--- config.mk ---
export PLATFORM = sky130hd
export DESIGN_NAME = sync_fifo
export DESIGN_NICKNAME = d
export VERILOG_FILES = /design/src/rtl/sync_fifo.sv
export SDC_FILE = /design/constraint.sdc
export NUM_CORES = 1
export LEC_CHECK = 0
export CAP_MARGIN = 25
export CORE_ASPECT_RATIO = 1.5
export CORE_MARGIN = 3
export CORE_UTILIZATION = 59
export DETAILED_ROUTE_END_ITERATION = 7
export MAX_ROUTING_LAYER = met4
export PLACE_DENSITY = 0.79
export SLEW_MARGIN = 10
export SYNTH_ARGS = -nofsm -noshare
export SYNTH_HDL_FRONTEND = slang
export SYNTH_SLANG_ARGS = --single-unit
--- constraint.sdc ---
create_clock -name clk -period 2.8 [get_ports clk]
set_input_delay 0.42 -clock clk [delete_from_list [all_inputs] [get_ports clk]]
set_output_delay 0.42 -clock clk [all_outputs]
set_load 0.01 [all_outputs]
--- src/rtl/sync_fifo.sv ---
// sync_fifo: single-clock FIFO with registered read data; SYNC_FIFO_ERR_FLAGS_EN adds overflow/underflow
module sync_fifo #(
  parameter int DATA_WIDTH = 4,
  parameter int DEPTH = 16,
  parameter int ADDR_WIDTH = 4
) (
  input  logic                  clk,
  input  logic                  rst,
  input  logic [DATA_WIDTH-1:0] data_in,
  output logic [DATA_WIDTH-1:0] data_out,
  input  logic                  wr_en,
  input  logic                  rd_en,
  output logic                  empty,
  output logic                  full
`ifdef SYNC_FIFO_ERR_FLAGS_EN
  ,
  output logic                  overflow,
  output logic                  underflow
`endif
);
  logic [DATA_WIDTH-1:0] mem [DEPTH];
  logic [ADDR_WIDTH-1:0] wr_ptr, rd_ptr;
  logic [ADDR_WIDTH:0]   count;
  logic                  wr_ok, rd_ok;
  assign empty = count == '0;
  assign full  = count == (ADDR_WIDTH+1)'(DEPTH);
  assign wr_ok = wr_en & ~full;
  assign rd_ok = rd_en & ~empty;
  always_ff @(posedge clk)
    if (wr_ok && rst) mem[wr_ptr] <= data_in;
  always_ff @(posedge clk) begin
    if (!rst) begin
      wr_ptr   <= '0;
      rd_ptr   <= '0;
      count    <= '0;
      data_out <= '0;
    end else begin
      if (wr_ok) wr_ptr <= wr_ptr + 1'b1;
      if (rd_ok) begin
        rd_ptr   <= rd_ptr + 1'b1;
        data_out <= mem[rd_ptr];
      end
      if (wr_ok != rd_ok) count <= wr_ok ? count + 1'b1 : count - 1'b1;
    end
  end
`ifdef SYNC_FIFO_ERR_FLAGS_EN
  always_ff @(posedge clk) begin
    if (!rst) begin
      overflow  <= 1'b0;
      underflow <= 1'b0;
    end else begin
      overflow  <= wr_en & full;
      underflow <= rd_en & empty;
    end
  end
`endif
endmodule

==> results.tsv <==
stage	metric	value	unit
run_status	status	complete, no violations	
critical_path	cell breakdown of the critical path	or4_4, nor2_1, clkdlybuf4s50_1	
grt	first-pass GRT wire length	10100	um
critical_path	Worst Path Required	2.38	ns
clock_network	post-CTS resize count	0	
logic_synthesis	synth unique cells	37	
die	core area	5490	um^2
cells_and_area	most common cell after layout, fill and taps aside	edfxtp_1	
die	Core Rows	33	
clock_network	hold buffers post-CTS	0	
logic_synthesis	Synth area leader	edfxtp_1	
sta	Fin Hold WS	0.556	ns
logic_synthesis	Post-Syn Area	3380	um^2
cells_and_area	most frequent cells in the layout	64 x edfxtp_1, 30 x nor2_1, 17 x dfxtp_1	
sta	Max Clock Freq	423	MHz
critical_path	Arrival @ worst endpoint	1.94	ns
sta	crit share post-route	84.4	%
placed_design	Place WS	0.105	ns
grt	total track usage	21.9	%
logic_synthesis	Post-synth EDFFs	64	
cells_and_area	multi-input logic area	1050	um^2
placed_design	Port Buffers	13	
drt	via count	1895	
pwr	Worst VDD drop	0.563	mV
logic_synthesis	register area share after synthesis	66.9	%
sta	max_slew headroom	52.9	%
clock_network	CTS clock-pin slew for the worst setup and hold paths	0.07	ns
hold_path	hold crit path type	reg -> reg	
logic_synthesis	Synthesized Nets	240	
placed_design	dpl cells	305	
sta	fin. max-slew vios	0	
die	die height	98.7	um
clock_network	Post-CTS Setup Inserts	0	
drt	1st-iter DRT viols	153	
die	IO Count	14	
clock_network	Clk Latency, worst-skew pair	0.35	ns
placed_design	GPL Wtd Cong	0.774	
clock_network	total clock buffers created by CTS	9	
sta	post-route setup TNS	0	ns
sta	Final Skew	0.00959	ns
cells_and_area	NumNets Final	263	
critical_path	Worst path max stage delay	0.58	ns
grt	vias in the first global route	2030	
logic_synthesis	Cells after Synth	223	
clock_network	CTS root buf	clkbuf_8	
drt	Post-DRT Antenna Nets	0	
cells_and_area	fraction of layout cells with a size suffix above 1	14.7	%
logic_synthesis	FF+latch count, synth	81	
cells_and_area	fin cells	321	
cells_and_area	FILL cells	374	
pwr	Static Leak	1.26	nW
clock_network	clock tree buffer depth	2	
logic_synthesis	Avg Inst Size Synth	15.2	um^2
logic_synthesis	Yosys Warn Count	0	
clock_network	Clock Sinks	81	
drt	Routed wire per std cell	18.7	um
grt	antenna violations before repair	0	
drt	First-pass DRT Iterations	4	
critical_path	crit-path max FO	6	
die	Initial Utilization	61.5	%
logic_synthesis	Async SR Flop Fraction	0	%
drt	Routed WL	6010	um
flow_run	Max-Cap Viols	0	
critical_path	Setup crit end kind	output pin	
sta	Final Hold Vio Count	0	
grt	GR Overflow Total	0	
cells_and_area	Reg area	2260	um^2
cells_and_area	Final Util	69.4	%
cells_and_area	diode count	0	
sta	final number of setup-violating endpoints	0	
grt	largest net degree at the start of global routing	17	
placed_design	placed cell area	3610	um^2
critical_path	Worst setup SP type	flop	
cells_and_area	design area	3810	um^2
logic_synthesis	top-area cell type share of the netlist area	56.9	%
logic_synthesis	top_reg_cell synth	edfxtp_1	
die	Die ar.	6690	um^2
sta	Final min period	2.36	ns
cells_and_area	Area Growth Syn to Fin	12.7	%
logic_synthesis	top cells by area, synth	edfxtp_1 57%, dfxtp_1 10%, mux4_2 8.0%, nor2_1 3.3%, ha_1 3.0%	
clock_network	CTS HTree Levels	3	
sta	final worst slack	0.438	ns
placed_design	Post-DP HPWL	4210	um
critical_path	slowest cell on the critical path	or4_4	
sta	RSZ-0062 raised after global routing	false	
pwr	P per Cell Area	849	nW/um^2
critical_path	kind of critical path	reg -> out	
drt	drt via density	5.90	
pwr	Final Power	3.23	mW
clock_network	TritonCTS clock tree	done	
sta	Slew @ Worst Pin	0.705	ns
drt	drt drc	0	
die	DIE WIDTH	67.8	um
==> cell families (layout without fill, tap and decap cells) <==
logic type | count (synthesis) | in the layout | share of synthesized area [%]
AOI/OAI and AO/OA | 32 | 32 | 6.03
xor gates and xnor gates | 9 | 9 | 2.55
adders and majority gates | 9 | 9 | 3.55
buffers and inverters | 13 | 41 | 1.85
DFF | 81 | 81 | 66.9
muxes | 21 | 21 | 10.7
and+or+nand+nor | 58 | 58 | 8.40
==> final cells by class <==
class                   instances  share of cell area, %
clock inverters                 4                   1.81
repair buffers                 20                   4.79
multi-input cells             129                   27.7
clock buffers                  12                   3.55
well taps                      70                   2.30
inverters                       5                  0.493
flip-flops and latches         81                   59.4
==> worst max-delay path, delay by kind of cell (launching register included) <==
family | cells | cell delay (ns)
buffers and inverters | 1 | 0.54
flip-flops | 1 | 0.38
AND/OR/NAND/NOR | 2 | 0.68
==> per-layer routing <==
| metal | GRT usage [%] | up-vias | part of all wire (%) |
|---|---|---|---|
| li1 | - | 891 | - |
| met1 | 24.4 | 944 | 38 |
| met2 | 36.2 | 48 | 56 |
| met3 | 4.56 | 12 | 4.9 |
| met4 | 11.2 | 0 | 1.9 |
| met5 | - | - | 0 |
==> flip-flops by register name, indices dropped and copies added, names as in the netlist <==
register	count
wr_ptr	4
data_out	4
count	5
mem	64
rd_ptr	4
==> path summary, 6_finish.rpt <==
| path | startpoint | endpoint | slack [ns] | depth (start not counted) |
|---|---|---|---|---|
| hold reg to reg | data_out[0] | data_out[0] | 0.56 | 2 |
| setup reg to reg | count[1] | count[4] | 0.44 | 9 |
| setup / recovery | count[0] | empty | 0.44 | 3 |
| hold / removal | data_out[0] | data_out[0] | 0.56 | 2 |
==> Yosys cell counts (3+ instances only) <==
cell and count:
a21o_1 3, a21oi_1 11, a22oi_1 4, buf_2 5, dfxtp_1 17, edfxtp_1 64
ha_1 8, inv_1 4, mux2i_1 9, mux4_2 12, nand2_1 9, nor2_1 30
o21ai_0 5, o221ai_1 4, xnor2_1 4, xor2_1 4
==> where the power goes <==
group | internal, mW | switching [mW]
Combinational | 0.435 | 0.425
Clock | 0.499 | 0.380
Sequential | 1.39 | 0.108
Power figures use the tool's default switching activity.
